### src/rtl/scan_decoder_pkg.sv
// Shared types and constants for the scan_decoder block.
package scan_decoder_pkg;

    typedef enum logic [1:0] {
        IDLE   = 2'b00,
        DIRECT = 2'b01,
        SCAN   = 2'b10
    } state_e;

    localparam logic MODE_DIRECT = 1'b0;
    localparam logic MODE_SCAN   = 1'b1;

endpackage

### src/rtl/scan_decoder_dwell_timer.sv
// Free-running dwell counter: ticks when the count reaches DWELL-1, then wraps to 0.
module dwell_timer #(
    parameter int unsigned DWELL = 4
) (
    input  logic clk,
    input  logic rst_n,
    input  logic clr,
    output logic tick
);

    localparam int unsigned CntW = ($clog2(DWELL + 1) > 1) ? $clog2(DWELL + 1) : 1;

    logic [CntW-1:0] count_q, count_d;

    assign tick = (count_q == CntW'(DWELL - 1));

    always_comb begin
        count_d = count_q + CntW'(1);
        if (clr || tick) begin
            count_d = '0;
        end
    end

    always_ff @(posedge clk or negedge rst_n) begin
        if (!rst_n) begin
            count_q <= '0;
        end else begin
            count_q <= count_d;
        end
    end

endmodule

### src/rtl/scan_decoder.sv
// Registered N-to-2^N one-hot decoder with direct (handshaked) and scan modes.
// Define SCAN_DECODER_ACTIVE_LOW_EN to drive out active-low (idle value all-ones).
module scan_decoder
    import scan_decoder_pkg::*;
#(
    parameter int unsigned SEL_W = 2,
    parameter int unsigned DWELL = 4
) (
    input  logic                        clk,
    input  logic                        rst_n,
    input  logic                        en,
    input  logic                        mode,
    input  logic                        sel_valid,
    input  logic [SEL_W-1:0]            sel,
    output logic                        sel_ready,
    output logic [(2**SEL_W)-1:0]       out,
    output logic                        out_valid,
    output logic [SEL_W-1:0]            idx,
    output logic                        wrap
);

    localparam int unsigned NUM_OUT = 2 ** SEL_W;

    state_e             state_q, state_d;
    logic [NUM_OUT-1:0] out_q, out_d;
    logic [SEL_W-1:0]   idx_q, idx_d;
    logic               valid_q, valid_d;
    logic               wrap_q, wrap_d;
    logic               tick;
    logic               timer_clr;

    // Held in clear outside SCAN and on the entry edge so the first position gets a full dwell.
    assign timer_clr = (state_q != SCAN) || (state_d != SCAN);

    dwell_timer #(
        .DWELL (DWELL)
    ) u_dwell_timer (
        .clk   (clk),
        .rst_n (rst_n),
        .clr   (timer_clr),
        .tick  (tick)
    );

    always_ff @(posedge clk or negedge rst_n) begin
        if (!rst_n) begin
            state_q <= IDLE;
        end else begin
            state_q <= state_d;
        end
    end

    always_comb begin
        state_d = IDLE;
        if (!en) begin
            state_d = IDLE;
        end else if (mode == MODE_DIRECT) begin
            state_d = DIRECT;
        end else begin
            state_d = SCAN;
        end
    end

    always_comb begin
        idx_d   = idx_q;
        valid_d = valid_q;
        wrap_d  = 1'b0;
        unique case (state_d)
            IDLE: begin
                idx_d   = '0;
                valid_d = 1'b0;
            end
            DIRECT: begin
                if (state_q == DIRECT && sel_valid) begin
                    idx_d   = sel;
                    valid_d = 1'b1;
                end
            end
            SCAN: begin
                valid_d = 1'b1;
                if (state_q != SCAN) begin
                    idx_d = '0;
                end else if (tick) begin
                    idx_d  = idx_q + SEL_W'(1);
                    wrap_d = (idx_q == SEL_W'(NUM_OUT - 1));
                end
            end
            default: begin
                idx_d   = '0;
                valid_d = 1'b0;
            end
        endcase
        // Out only changes when idx is (re)loaded; otherwise it holds, including the
        // pre-accept zero after entering DIRECT from IDLE.
        out_d = out_q;
        if (state_d == IDLE) begin
            out_d = '0;
        end else if (idx_d != idx_q || valid_d != valid_q || state_d != state_q) begin
            out_d = valid_d ? (NUM_OUT'(1) << idx_d) : '0;
        end
    end

    always_ff @(posedge clk or negedge rst_n) begin
        if (!rst_n) begin
            out_q   <= '0;
            idx_q   <= '0;
            valid_q <= 1'b0;
            wrap_q  <= 1'b0;
        end else begin
            out_q   <= out_d;
            idx_q   <= idx_d;
            valid_q <= valid_d;
            wrap_q  <= wrap_d;
        end
    end

    assign sel_ready = (state_q == DIRECT);
    assign out_valid = valid_q;
    assign idx       = idx_q;
    assign wrap      = wrap_q;
`ifdef SCAN_DECODER_ACTIVE_LOW_EN
    assign out = ~out_q;
`else
    assign out = out_q;
`endif

endmodule
### config.mk
export PLATFORM = sky130hd
export DESIGN_NAME = scan_decoder
export DESIGN_NICKNAME = d
export VERILOG_FILES = /design/src/rtl/scan_decoder_pkg.sv /design/src/rtl/scan_decoder_dwell_timer.sv /design/src/rtl/scan_decoder.sv
export SDC_FILE = /design/constraint.sdc
export NUM_CORES = 1
export LEC_CHECK = 0
export CORE_MARGIN = 10
export CORE_UTILIZATION = 49
export DETAILED_ROUTE_END_ITERATION = 8
export GPL_TIMING_DRIVEN = 0
export HOLD_SLACK_MARGIN = 0.08
export PLACE_DENSITY = 0.84
export SETUP_SLACK_MARGIN = 0.2
export SLEW_MARGIN = 0
export SYNTH_ARGS = -nofsm -noshare
export SYNTH_HDL_FRONTEND = slang
export SYNTH_SLANG_ARGS = --single-unit
### constraint.sdc
create_clock -name clk -period 3.2 [get_ports clk]
set_clock_uncertainty 0.2 [all_clocks]
set_input_delay 0.8 -clock clk [delete_from_list [all_inputs] [get_ports clk]]
set_output_delay 0.8 -clock clk [all_outputs]
set_load 0.01 [all_outputs]
==> results.toml <==
[critical_path]
cp-start-kind = "input port"
critPathCaptureType = "flip-flop"
cp_data_required_time_ns = 3.14
path_max_fanout = 7
cp.arrival_ns = 2.68
critPathKind = "input port to flip-flop"

[grt]
grtUsageTotal = 0.109
grt_first_pass_wirelength_um = 3070
antenna_found_initial = 0
grt_max_degree = 14
gr-total-overflow = 0
grt_pass1_vias = 724

[timing]
fmax_mhz = 366
rsz0062_at_grt = "no"
fin_crit_sh = 0.854
setup_violations = 0
finalHoldViolations = 0
drv_slew = 0
relSlewSlack = 0.617
fin_tns_setup_ns = 0
period_needed_ns = 2.73
worst_slew_pin_slew_ns = 0.573

[logic_synthesis]
synth_top_family_by_area = "simple AND/OR/NAND/NOR gates"
syn_area_per_cell_um2 = 10.1
netlist.area_leader.share = 0.411
ys_top_cells_by_count = "13 x dfrtp_1, 6 x o311ai_1"
synth_nets = 89
synth.yosys.seq_area_share = 0.411
ys_ff_latch = 13
synth_compound_area_frac = 0.229
synth_edf_count = 0
synthSimpleGateAreaFrac = 0.234
synth_xor_area_frac = 0
yosys-top-cells-area = "dfrtp_1 41%, o311ai_1 6.6%, ha_1 6.3%, nand3_1 2.5%, nor3_1 2.5%"
syn_inst = 78
yosys-mux-area-fraction = 0.0332
ys_async_sr_fraction = 1.00
yosysTopAreaCell = "dfrtp_1"
yosysMostFrequentCell = "dfrtp_1"
synthAdderAreaFrac = 0.0633
ys_warn_count = 0
syn_area_um2 = 791
synth.distinct_cells = 36
synthFlopType = "dfrtp_1"

[detailed_routing]
vias_per_cell = 6.30
wirelength_um = 1890
dr.pass1.iters = 4
wl_per_cell_um = 16.7
route.detailed.drc = 0
vias = 712
antenna_left = 0
drt_iter0_markers = 41

[pwr]
seqPwrFrac = 0.543
p_total_w = 0.000319
p_sw_w = 0.0000806
power_density_nw_per_um2 = 323
peakVddDrop_v = 0.000246
p_int_w = 0.000238
clock_power_share = 0.319
p_leak_nw = 0.434
switching_share = 0.253
power_frac_comb = 0.139

[clocking]
htreeDepth = 1
cts-root-buf = "clkbuf_4"
cts_hold_buf = 0
cts_resized = 0
clkTransAtPathRegs_ns = 0.07
cts_max_path_buffers = 2
numCtsBuffers = 3
clk_latency_ns = 0.28
cts_setup_buffers = 0
clock_sinks = 13
tritoncts = "yes"

[place]
gp_congestion = 0.793
hpwl_um = 1370
io_buffers = 15

[die]
io_pins = 16
start_util = 0.519
dieArea_um2 = 3620
dieHeight_um = 60.2
die_w_um = 60.2
num_rows = 14
core-area_um2 = 1520

[final_layout]
drive_gt1_frac = 0.103
diodes = 0
nets = 109
syn2layout_area_growth_pct = 24.8
fill_cells = 117

[run_status]
status = "finished, final reports clean"

[flow_run]
maxCapViolCount = 0

[min_path]
hp-class = "flip-flop to flip-flop"
==> per-layer routing <==
metal	vias to the layer above	share of wire	global-route usage
li1	347	-	-
met1	335	0.43	0.128
met2	26	0.49	0.174
met3	4	0.078	0.0275
met4	0	0.0090	0.0609
met5	-	0	0
==> state kept, by name, indices dropped and copies added (netlist names) <==
name	flops
u_dwell_timer.count_q	3
idx	2
out	4
wrap	1
state_q	2
out_valid	1
==> per-stage QoR <==
step | setup slack, ns | utilization | area (um2) | instances | hold slack [ns]
floorplan | 0.865 | - | 791 | 78 | 0.215
global placement | 0.227 | 0.631 | 961 | 109 | 0.232
detailed placement | 0.235 | 0.631 | 961 | 109 | 0.236
CTS | 0.522 | 0.648 | 987 | 113 | 0.247
global route | 0.333 | 0.648 | 987 | 113 | 0.263
finish | 0.468 | 0.648 | 987 | 113 | 0.245
==> worst max-delay path: stages <==
cell             delay, ns
clkdlybuf4s50_1       0.53
nand2b_1              0.19
inv_2                 0.09
a32oi_1               0.44
o21a_1                0.32
inv_2                 0.08
o311ai_1              0.08
o211ai_1              0.14
==> power groups by stage <==
stage	clock, W	combinational, W	sequential, W
final	0.000102	0.0000443	0.000173
after global routing	0.000113	0.0000483	0.000174
after CTS	0.000107	0.0000448	0.000173
after detailed placement	0	0.0000441	0.000176
after global placement	0	0.0000437	0.000176
after floorplan	0	0.0000196	0.000177
==> cells by family (layout without fill, tap and decap cells) <==
family / count (synthesis) / after routing
fa+ha+maj: 4 / 4
simple gates: 31 / 31
buf+inv: 6 / 25
mux: 2 / 2
compound gates: 22 / 22
flops: 13 / 13
==> final cells by class <==
cell class              instances  area, um2  share of cell area
clock buffers                   4       26.3              0.0266
inverters                       6       22.5              0.0228
multi-input cells              59        443               0.449
flip-flops and latches         13        325               0.330
well taps                      16       20.0              0.0203
repair buffers                 15        150               0.152
==> path summary, 6_finish.rpt <==
| kind | to | from | depth (start not counted) | slack [ns] |
|---|---|---|---|---|
| worst max-delay path | out[1]$_DFFE_PN0P_ | mode | 8 | 0.47 |
| worst min register to register | u_dwell_timer.count_q[0]$_DFF_PN0_ | u_dwell_timer.count_q[0]$_DFF_PN0_ | 1 | 0.24 |
| worst max register to register | out[2]$_DFFE_PN0P_ | u_dwell_timer.count_q[0]$_DFF_PN0_ | 7 | 0.75 |
| min in group asynchronous | wrap$_DFF_PN0_ | rst_n | 1 | 0.68 |
| worst min-delay path | u_dwell_timer.count_q[0]$_DFF_PN0_ | u_dwell_timer.count_q[0]$_DFF_PN0_ | 1 | 0.24 |
| max in group asynchronous | u_dwell_timer.count_q[0]$_DFF_PN0_ | rst_n | 1 | 1.74 |
==> layout by cell type, fill, tap and decap left out, drive strengths merged, types with 2 or more instances in the layout <==
master         instances
a21o                   2
a21oi                  3
and2                   2
and3                   2
clkbuf                 4
clkdlybuf4s50         15
dfrtp                 13
ha                     4
inv                    6
mux2                   2
nand2                  3
nand2b                 2
nand3                  4
nand4                  2
nor2                   2
nor2b                  2
nor3                   4
o211ai                 2
o21ai                  2
o311ai                 6
or3                    2
Note: power is estimated with default switching activity, not from simulation.
